==> src/rtl/mine_job_scheduler_pkg.sv <==
// Shared types and constants for the mining job scheduler:
// state encoding, report status codes and the nonce width.
package mine_sched_pkg;

   localparam int NONCE_W = 32;

   typedef enum logic [1:0] {
      IDLE   = 2'd0,
      LOAD   = 2'd1,
      RUN    = 2'd2,
      REPORT = 2'd3
   } schedState_t;

   typedef enum logic [1:0] {
      STATUS_NONE      = 2'b00,
      STATUS_FOUND     = 2'b01,
      STATUS_EXHAUSTED = 2'b10,
      STATUS_TIMEOUT   = 2'b11
   } txStatus_t;

   // Last nonce of a job; the addition wraps modulo 2^32 on purpose.
   function automatic logic [NONCE_W-1:0] lastNonceOf(
      input logic [NONCE_W-1:0] startNonce,
      input logic [NONCE_W-1:0] span
   );
      return startNonce + span;
   endfunction

endpackage

==> src/rtl/mine_job_scheduler_if.sv <==
// Bundle between the scheduler (master) and the UART / miner core side (slave).
interface mine_job_scheduler_if #(
   parameter int HDR_W = 640
);
   import mine_sched_pkg::*;

   logic                 hdr_valid;
   logic [HDR_W-1:0]     hdr_in;
   logic                 core_reset;
   logic [HDR_W-1:0]     core_header;
   logic [NONCE_W-1:0]   core_nonce;
   logic                 core_found;
   logic                 tx_req;
   logic                 tx_ack;
   logic [NONCE_W-1:0]   tx_nonce;
   logic [1:0]           tx_status;
   logic                 busy;

   modport master (
      input  hdr_valid, hdr_in, core_nonce, core_found, tx_ack,
      output core_reset, core_header, tx_req, tx_nonce, tx_status, busy
   );

   modport slave (
      output hdr_valid, hdr_in, core_nonce, core_found, tx_ack,
      input  core_reset, core_header, tx_req, tx_nonce, tx_status, busy
   );

endinterface

==> src/rtl/mine_job_scheduler_watchdog.sv <==
// RUN-state watchdog: counts enabled cycles, pulses expired at LIMIT-1.
// Only built when MINE_WATCHDOG_EN is defined.
`ifdef MINE_WATCHDOG_EN
module mine_watchdog #(
   parameter logic [31:0] LIMIT = 32'd50_000_000
) (
   input  logic clock,
   input  logic reset,
   input  logic enable,
   input  logic clear,
   output logic expired
);
   logic [31:0] countR;

   // Cycle counter, held at zero while cleared.
   always_ff @(posedge clock or posedge reset) begin
      if (reset) begin
         countR <= 32'd0;
      end else if (clear) begin
         countR <= 32'd0;
      end else if (enable) begin
         countR <= countR + 32'd1;
      end else begin
         countR <= countR;
      end
   end

   assign expired = enable && (countR == (LIMIT - 32'd1));

endmodule
`endif

==> src/rtl/mine_job_scheduler.sv <==
// Job sequencer for the SHA-256 miner core: load header, supervise the nonce
// search, report one result word. MINE_WATCHDOG_EN adds the RUN watchdog.
module mine_job_scheduler
   import mine_sched_pkg::*;
#(
   parameter int          HDR_W          = 640,
   parameter logic [31:0] NONCE_SPAN     = 32'hFFFF_FFFF,
   parameter int          LOAD_CYCLES    = 2,
   parameter logic [31:0] TIMEOUT_CYCLES = 32'd50_000_000
) (
   input  logic                 clock,
   input  logic                 reset,
   mine_job_scheduler_if.master bus
);
   localparam logic [31:0] LOAD_LAST = 32'(LOAD_CYCLES - 1);

   schedState_t          stateR, stateD;
   logic [31:0]          loadCntR, loadCntD;
   logic [HDR_W-1:0]     headerR, headerD;
   logic [NONCE_W-1:0]   lastNonceR, lastNonceD;
   logic [HDR_W-1:0]     pendHdrR, pendHdrD;
   logic                 pendValidR, pendValidD;
   logic [NONCE_W-1:0]   txNonceR, txNonceD;
   txStatus_t            txStatusR, txStatusD;
   logic                 txReqR, busyR, coreResetR;
   logic                 runEvent;
   logic                 wdExpired;
   logic [HDR_W-1:0]     nextHdr;

`ifdef MINE_WATCHDOG_EN
   mine_watchdog #(.LIMIT(TIMEOUT_CYCLES)) uWatchdog (
      .clock   (clock),
      .reset   (reset),
      .enable  (stateR == RUN),
      .clear   (stateR != RUN),
      .expired (wdExpired)
   );
`else
   assign wdExpired = 1'b0;
`endif

   // Header that starts the next LOAD out of REPORT: a same-cycle header beats the buffered one.
   assign nextHdr = bus.hdr_valid ? bus.hdr_in : pendHdrR;

   // Next-state and job bookkeeping.
   always_comb begin
      stateD     = stateR;
      loadCntD   = loadCntR;
      headerD    = headerR;
      lastNonceD = lastNonceR;
      pendHdrD   = pendHdrR;
      pendValidD = pendValidR;
      txNonceD   = txNonceR;
      txStatusD  = txStatusR;
      runEvent   = 1'b0;
      case (stateR)
         IDLE: begin
            if (bus.hdr_valid) begin
               headerD    = bus.hdr_in;
               lastNonceD = lastNonceOf(bus.hdr_in[NONCE_W-1:0], NONCE_SPAN);
               loadCntD   = 32'd0;
               stateD     = LOAD;
            end else begin
               stateD = IDLE;
            end
         end
         LOAD: begin
            // A fresh header during LOAD simply restarts the load.
            if (bus.hdr_valid) begin
               headerD    = bus.hdr_in;
               lastNonceD = lastNonceOf(bus.hdr_in[NONCE_W-1:0], NONCE_SPAN);
               loadCntD   = 32'd0;
            end else if (loadCntR == LOAD_LAST) begin
               stateD = RUN;
            end else begin
               loadCntD = loadCntR + 32'd1;
            end
         end
         RUN: begin
            if (bus.core_found) begin
               txNonceD  = bus.core_nonce;
               txStatusD = STATUS_FOUND;
               runEvent  = 1'b1;
            end else if (bus.core_nonce == lastNonceR) begin
               txNonceD  = lastNonceR;
               txStatusD = STATUS_EXHAUSTED;
               runEvent  = 1'b1;
            end else if (wdExpired) begin
               txNonceD  = bus.core_nonce;
               txStatusD = STATUS_TIMEOUT;
               runEvent  = 1'b1;
            end else begin
               runEvent = 1'b0;
            end
            if (runEvent) begin
               stateD = REPORT;
               if (bus.hdr_valid) begin
                  pendHdrD   = bus.hdr_in;
                  pendValidD = 1'b1;
               end else begin
                  pendValidD = pendValidR;
               end
            end else if (bus.hdr_valid) begin
               headerD    = bus.hdr_in;
               lastNonceD = lastNonceOf(bus.hdr_in[NONCE_W-1:0], NONCE_SPAN);
               loadCntD   = 32'd0;
               stateD     = LOAD;
            end else begin
               stateD = RUN;
            end
         end
         REPORT: begin
            if (bus.tx_ack) begin
               pendValidD = 1'b0;
               if (pendValidR || bus.hdr_valid) begin
                  headerD    = nextHdr;
                  lastNonceD = lastNonceOf(nextHdr[NONCE_W-1:0], NONCE_SPAN);
                  loadCntD   = 32'd0;
                  stateD     = LOAD;
               end else begin
                  stateD = IDLE;
               end
            end else if (bus.hdr_valid) begin
               pendHdrD   = bus.hdr_in;
               pendValidD = 1'b1;
            end else begin
               stateD = REPORT;
            end
         end
         default: begin
            stateD = IDLE;
         end
      endcase
   end

   // State, job registers and registered outputs.
   always_ff @(posedge clock or posedge reset) begin
      if (reset) begin
         stateR     <= IDLE;
         loadCntR   <= 32'd0;
         headerR    <= '0;
         lastNonceR <= 32'd0;
         pendHdrR   <= '0;
         pendValidR <= 1'b0;
         txNonceR   <= 32'd0;
         txStatusR  <= STATUS_NONE;
         txReqR     <= 1'b0;
         busyR      <= 1'b0;
         coreResetR <= 1'b1;
      end else begin
         stateR     <= stateD;
         loadCntR   <= loadCntD;
         headerR    <= headerD;
         lastNonceR <= lastNonceD;
         pendHdrR   <= pendHdrD;
         pendValidR <= pendValidD;
         txNonceR   <= txNonceD;
         txStatusR  <= txStatusD;
         txReqR     <= (stateD == REPORT);
         busyR      <= (stateD != IDLE);
         coreResetR <= (stateD != RUN);
      end
   end

   assign bus.core_reset  = coreResetR;
   assign bus.core_header = headerR;
   assign bus.tx_req      = txReqR;
   assign bus.tx_nonce    = txNonceR;
   assign bus.tx_status   = txStatusR;
   assign bus.busy        = busyR;

endmodule

==> src/flat_wrapper.sv <==
// flat-port wrapper written by rule: the top's interface ports become plain ports
module mine_job_scheduler_flat import mine_sched_pkg::*;
#(
   parameter int          HDR_W          = 640,
   parameter logic [31:0] NONCE_SPAN     = 32'hFFFF_FFFF,
   parameter int          LOAD_CYCLES    = 2,
   parameter logic [31:0] TIMEOUT_CYCLES = 32'd50_000_000
)
  (clock, reset, bus_hdr_valid, bus_hdr_in, bus_core_nonce, bus_core_found, bus_tx_ack, bus_core_reset, bus_core_header, bus_tx_req, bus_tx_nonce, bus_tx_status, bus_busy);
  mine_job_scheduler_if #(.HDR_W(HDR_W)) bus_i ();
  input  logic clock;
  input  logic reset;
  input wire logic [$bits(bus_i.hdr_valid)-1:0] bus_hdr_valid;
  input wire logic [$bits(bus_i.hdr_in)-1:0] bus_hdr_in;
  input wire logic [$bits(bus_i.core_nonce)-1:0] bus_core_nonce;
  input wire logic [$bits(bus_i.core_found)-1:0] bus_core_found;
  input wire logic [$bits(bus_i.tx_ack)-1:0] bus_tx_ack;
  output wire logic [$bits(bus_i.core_reset)-1:0] bus_core_reset;
  output wire logic [$bits(bus_i.core_header)-1:0] bus_core_header;
  output wire logic [$bits(bus_i.tx_req)-1:0] bus_tx_req;
  output wire logic [$bits(bus_i.tx_nonce)-1:0] bus_tx_nonce;
  output wire logic [$bits(bus_i.tx_status)-1:0] bus_tx_status;
  output wire logic [$bits(bus_i.busy)-1:0] bus_busy;
  assign bus_i.hdr_valid = bus_hdr_valid;
  assign bus_i.hdr_in = bus_hdr_in;
  assign bus_i.core_nonce = bus_core_nonce;
  assign bus_i.core_found = bus_core_found;
  assign bus_i.tx_ack = bus_tx_ack;
  assign bus_core_reset = bus_i.core_reset;
  assign bus_core_header = bus_i.core_header;
  assign bus_tx_req = bus_i.tx_req;
  assign bus_tx_nonce = bus_i.tx_nonce;
  assign bus_tx_status = bus_i.tx_status;
  assign bus_busy = bus_i.busy;
  mine_job_scheduler #(.HDR_W(HDR_W), .NONCE_SPAN(NONCE_SPAN), .LOAD_CYCLES(LOAD_CYCLES), .TIMEOUT_CYCLES(TIMEOUT_CYCLES)) u_core (.clock(clock), .reset(reset), .bus(bus_i));
endmodule
==> config.mk <==
export PLATFORM = sky130hd
export DESIGN_NAME = mine_job_scheduler_flat
export DESIGN_NICKNAME = d
export VERILOG_FILES = /design/src/rtl/mine_job_scheduler_pkg.sv /design/src/rtl/mine_job_scheduler_if.sv /design/src/rtl/mine_job_scheduler_watchdog.sv /design/src/rtl/mine_job_scheduler.sv /design/src/flat_wrapper.sv
export SDC_FILE = /design/constraint.sdc
export NUM_CORES = 2
export LEC_CHECK = 0
export BUFFER_PORTS_ARGS = -buffer_cell sky130_fd_sc_hd__buf_2
export CAP_MARGIN = 20
export CELL_PAD_IN_SITES_DETAIL_PLACEMENT = 0
export CELL_PAD_IN_SITES_GLOBAL_PLACEMENT = 1
export CORE_AREA = 3 3 524 526
export DETAILED_ROUTE_END_ITERATION = 12
export DIE_AREA = 0 0 527 529
export PLACE_DENSITY_LB_ADDON = 0.25
export SKIP_LAST_GASP = 1
export SYNTH_ARGS = -nofsm -noshare
export SYNTH_HDL_FRONTEND = slang
export SYNTH_SLANG_ARGS = --single-unit
==> constraint.sdc <==
create_clock -name clock -period 87.4 [get_ports clock]
set_clock_uncertainty 0.1 [all_clocks]
set_input_delay 13.11 -clock clock [delete_from_list [all_inputs] [get_ports clock]]
set_output_delay 13.11 -clock clock [all_outputs]
set_load 0.005 [all_outputs]
# After elaboration in Yosys (flattened, before gate mapping)

Cells that the tools add are included.
W data, S select, Z words.

Register bits: 1384
Bits of input ports: 677
Output and inout bits: 677
Word-level logic and storage cells: 79

Add/subtract/negate cells: 3
Equal/unequal tests: 13
Muxes and demuxes: 41
Reductions and logical operators: 11

Operators by type and width:

| cell                     | count |
|---|---|
| $mux W640                | 7 |
| $pmux W640 S3            | 1 |
| $pmux W640 S2            | 1 |
| $mux W32                 | 12 |
| $pmux W32 S4             | 1 |
| $pmux W32 S3             | 1 |
| $add A32 B32 Y32 const B | 2 |
| $add A32 B1 Y32 const B  | 1 |
| $eq A32 B1 Y1 const B    | 1 |
| $eq A32 B32 Y1           | 1 |
| $mux W2                  | 8 |
| $mux W1                  | 8 |
| $ne A2 B2 Y1 const B     | 4 |
| $pmux W2 S4              | 1 |
| $eq A2 B2 Y1 const B     | 3 |
| $reduce_and A3 Y1        | 2 |
| $reduce_bool A2 Y1       | 3 |
| $ne A2 B1 Y1 const B     | 2 |
| $reduce_and A2 Y1        | 2 |
| $reduce_and A4 Y1        | 1 |
| $ne A3 B3 Y1 const B     | 1 |
| $eq A2 B1 Y1 const B     | 1 |
| $logic_not A2 Y1         | 1 |
| $pmux W1 S2              | 1 |
| 2 further kinds          | 2 |

# Longest topological paths before layout

Depth in word-level cells: 7
Gate-level depth with buffers: 14
Mapped depth without buffers: 9

# Least setup slack after synthesis

No wires, ideal clock.

Path type: input-to-reg
From: in bus_hdr_valid
To: reg u_core.lastNonceR[18]
Setup time: 125 ps
Arrival: 16087 ps
Setup slack: 71088 ps
Stages: 13
Cell sequence: buf_2 -> nand3b_1 -> buf_2 -> clkbuf_1 -> clkbuf_1 -> mux2i_1 -> ha_1 -> nor3b_1 -> nand2_1 -> o32ai_2 -> and3_1 -> xnor2_1 -> mux2_2

Cells in the longest elaborated chain, start to end: 5

Ends and longest elaborated chain:

| item                   | RTL line                     | text |
|---|---|---|
| start: declaration     | flat_wrapper.sv:13           | `input wire logic [$bits(bus_i.hdr_valid)-1:0] bus_hdr_valid;` |
| $mux W640              | n/a                          |  |
| $add A32 B32 Y32       | mine_job_scheduler_pkg.sv:26 | `return startNonce + span;` |
| $mux W32               | mine_job_scheduler.sv:115    | `if (pendValidR \|\| bus.hdr_valid) begin` |
| $mux W32               | mine_job_scheduler.sv:113    | `if (bus.tx_ack) begin` |
| $pmux W32 S3           | mine_job_scheduler.sv:56     | `case (stateR)` |
| end signal: assignment | mine_job_scheduler.sv:154    | `lastNonceR <= lastNonceD;` |
| end: declaration       | mine_job_scheduler.sv:20     | `logic [NONCE_W-1:0] lastNonceR, lastNonceD;` |

Parallel ways exist; a longest one is shown, timed or not. The select of a mux whose other input is x is not followed.
A chain may end at the register's enable or synchronous reset.

# Final worst setup path

From: in bus_core_nonce[7]
To: reg u_core.pendHdrR[278]

Cells in the longest elaborated chain, start to end: 6

Ends and longest elaborated chain:

| item                               | RTL line                  | text |
|---|---|---|
| start: declaration                 | flat_wrapper.sv:15        | `input wire logic [$bits(bus_i.core_nonce)-1:0] bus_core_nonce;` |
| $eq A32 B32 Y1                     | mine_job_scheduler.sv:84  | `end else if (bus.core_nonce == lastNonceR) begin` |
| $mux W1                            | mine_job_scheduler.sv:84  |  |
| $mux W1                            | mine_job_scheduler.sv:80  | `if (bus.core_found) begin` |
| $mux W1                            | mine_job_scheduler.sv:56  |  |
| $ne A2 B1 Y1 (no source line)      | n/a                       |  |
| $reduce_and A3 Y1 (no source line) | n/a                       |  |
| end signal: assignment             | mine_job_scheduler.sv:155 | `pendHdrR <= pendHdrD;` |
| end: declaration                   | mine_job_scheduler.sv:21  | `logic [HDR_W-1:0] pendHdrR, pendHdrD;` |

Every way passes these cells. The select of a mux whose other input is x is not followed.

==> reports/results.ini <==
[clock_network]
htreeDepth = 4
postCtsSetupRepairBufs = 0
cts_tree = done
clock_sinks = 1384
clockBufferDepth = 4
cts-root-buf = clkbuf_16
worstSkewPairLatency_ps = 820
hold_buffers = 0
cts_buffers = 174
clk_pin_slew_ps = 60
post_cts_resized = 0

[finish]
fin_util_pct = 28.97
final_nets = 6811
nFillCells = 28110
drive_gt1_share_pct = 37.67
final_cell_count_no_fill = 9875
final_cell_area_sq_um = 78360
syn2layout_area_growth_pct = 25.39
regArea_sq_um = 34630
multi_input_area_sq_um = 25800

[placed_design]
dp.cells = 9522
gp_congestion = 0.8526
post-dp-hpwl_mm = 180.2
io_buffers = 1353
pre_cts_ws_ps = 66830
dpl_cell_area_sq_um = 72390

[worst_setup_path]
end_kind = register
crit_top_cell = buf_4
crit_chain = buf_2, xor2_1, or3_1, or4_4, o31a_1, buf_4, inv_16, nand2_8, buf_4, buf_4, buf_16, buf_4, buf_4, buf_4, mux2_4
critPathMaxFanout = 154
critical_path_required_ps = 87970
cpMaxStageDelayCell = buf_4
arrival_ps = 19990
startpoint_type = input port
slowest_delay_ps = 900
path_class = in -> reg

[drt]
drt_iter0_markers = 2851
postRouteAntennaNets = 0
dr.pass1.iters = 7
drt_wl_total_mm = 255.1
wl_per_cell_um = 25.83
avgViaCountPerCell = 4.673
vias = 46140
drc = 0

[power]
pwr-share-seq_pct = 41.8
power.density_nw_per_um2 = 33.59
power.internal_uw = 1761
p_sw_uw = 870.9
p_comb_share_pct = 30.3
ir_drop_mv = 0.02185
p_sw_share_pct = 33.09
clkPwrFrac_pct = 28.0
p_leak_uw = 0.04027

[synth]
synth_area_leaders = dfrtp_1 (55%), mux2_4 (14%), o21ai_0 (11%)
synth_nets = 5598
yosysSeqAreaShare_pct = 55.42
synth_cell_types = 57
yosys.area.top_type = dfrtp_1
ys.flop_type = dfrtp_1
syn_inst = 4918
synth_top_area_share_pct = 55.38
ys_warn_count = 0
synth_async_sr_flop_share_pct = 100.0
synth-edff-count = 0
ys_seq_elements = 1384
synth_area_per_cell_sq_um = 12.71
synth_area_sq_um = 62490

[global_routing]
antenna_found_initial = 156
track_usage_pct = 17.56
grt_first_pass_wirelength_mm = 365.5
grt_start_max_net_pins = 194
grt_pass1_vias = 47550
grt-ovfl-total = 0

[timing]
max_freq_mhz = 51.48
fin_setup_tns_ps = 0
layout_setup_ws_ps = 67980
maxSlewViolCount = 0
worst_slew_pin_slew_ps = 1105
fin_crit_sh_pct = 22.22
finalSetupViolations = 0
final.min_clock_period_ps = 19420
slew_headroom_pct = 25.27
hold_viol_final = 0
rsz0062_at_grt = false

[die]
dieArea_sq_um = 278800
num_io_pins = 1354
core_area_sq_um = 270500
start_util_pct = 23.10
rows = 191
fp.dieW_um = 527
die_h_um = 529

[outcome]
outcome = finished, final reports clean

[flow_run]
maxCapViolations = 0

[worst_hold_path]
hold_path_class = reg -> reg

[layout by cell type (no fill, tap or decap), types with 37 or more instances in the layout]
cell type  synthesis  layout
clkbuf_8           0      37
dfrtp_1         1383    1383
mux2_4           600     600
buf_4              3      68
mux2i_1          639     639
o21ai_0         1363    1363
diode_2            0      56
clkbuf_1         235      37
mux2_2            49      49
xnor2_1           49      49
nand2_1           94      94
clkbuf_16          0     176
buf_2             67    1353
[power by group through the flow]
stage | Combinational, uW | Sequential (uW) | Clock (uW)
final | 797 | 1100 | 736
after global routing | 865 | 1130 | 787
after CTS | 811 | 1100 | 763
after detailed placement | 809 | 1100 | 0
after global placement | 798 | 1100 | 0
after floorplan | 461 | 1070 | 0
[critical path: cells and delay by family]
kind,cells,cell delay (ps)
buffers and inverters,9,4490
and+or+nand+nor,3,1060
xor gates and xnor gates,1,480
muxes,1,360
AOI/OAI and AO/OA,1,120
[state kept, by name (all words and copies together), names as in the netlist, 2 cells and up]
name and flops:
u_core.bus.tx_nonce 32, u_core.bus.tx_status 2, u_core.loadCntR 32, u_core.lastNonceR 32, u_core.stateR 2, u_core.pendHdrR 640, u_core.bus.core_header 640
[path summary, 6_finish.rpt]
check	start	end	slack [ps]	cells past startpoint
setup / recovery	bus_core_nonce[7]	u_core.pendHdrR[278]	67980	15
setup reg to reg	u_core.stateR[0]	u_core.pendHdrR[278]	79960	14
max in group asynchronous	reset	u_core.bus.core_header[374]	69880	8
hold / removal	u_core.bus.core_header[49]	u_core.bus.core_header[49]	400	2
hold reg to reg	u_core.bus.core_header[49]	u_core.bus.core_header[49]	400	2
min in group asynchronous	reset	u_core.pendHdrR[121]	12280	2
[cell families after synthesis]
kind of cell	synth area share, %
muxes	25.53
buffers and inverters	3.380
xor gates and xnor gates	0.8269
DFF	55.42
and+or+nand+nor	2.415
adders and majority gates	0.06007
AOI/OAI and AO/OA	12.36
[stage by stage]
step	hold WS (ps)	power, uW
5_1_grt	406.9	2787
2_1_floorplan	349.2	1530
6_report	400.9	2632
3_5_place_dp	382.6	1912
4_1_cts	397.4	2674
3_3_place_gp	385.9	1898
[metal layers]
layer | GRT usage (%) | vias to the layer above | part of all wire [%]
met5 | 0 | - | 0.28
met4 | 6.201 | 114 | 3.9
met3 | 6.236 | 512 | 8.7
met2 | 28.20 | 1619 | 46
met1 | 21.70 | 23630 | 41
li1 | - | 20270 | -
[synthesized netlist by cell type (8+ instances only)]
master / count
dfrtp_1: 1383
o21ai_0: 1363
mux2i_1: 639
mux2_4: 600
clkbuf_1: 235
nand2_1: 94
buf_2: 67
buf_6: 66
mux2_2: 49
xnor2_1: 49
a21oi_1: 36
a22oi_1: 33
nand4_1: 31
nor3_1: 29
nor2_1: 26
o31ai_1: 25
buf_1: 23
nand3_1: 23
nor4_1: 16
and3_1: 10
inv_1: 10
or3_1: 10
xor2_1: 10
or4_1: 8
[cell type report]
class,count,area share [%]
well taps,3570,5.700
diodes,56,0.1788
flip-flops and latches,1384,44.20
multi-input cells,3129,32.92
clock buffers,250,6.448
inverters,11,0.08303
clock inverters,44,0.8910
repair buffers,1431,9.577
Note: power is estimated with default switching activity, not from simulation.
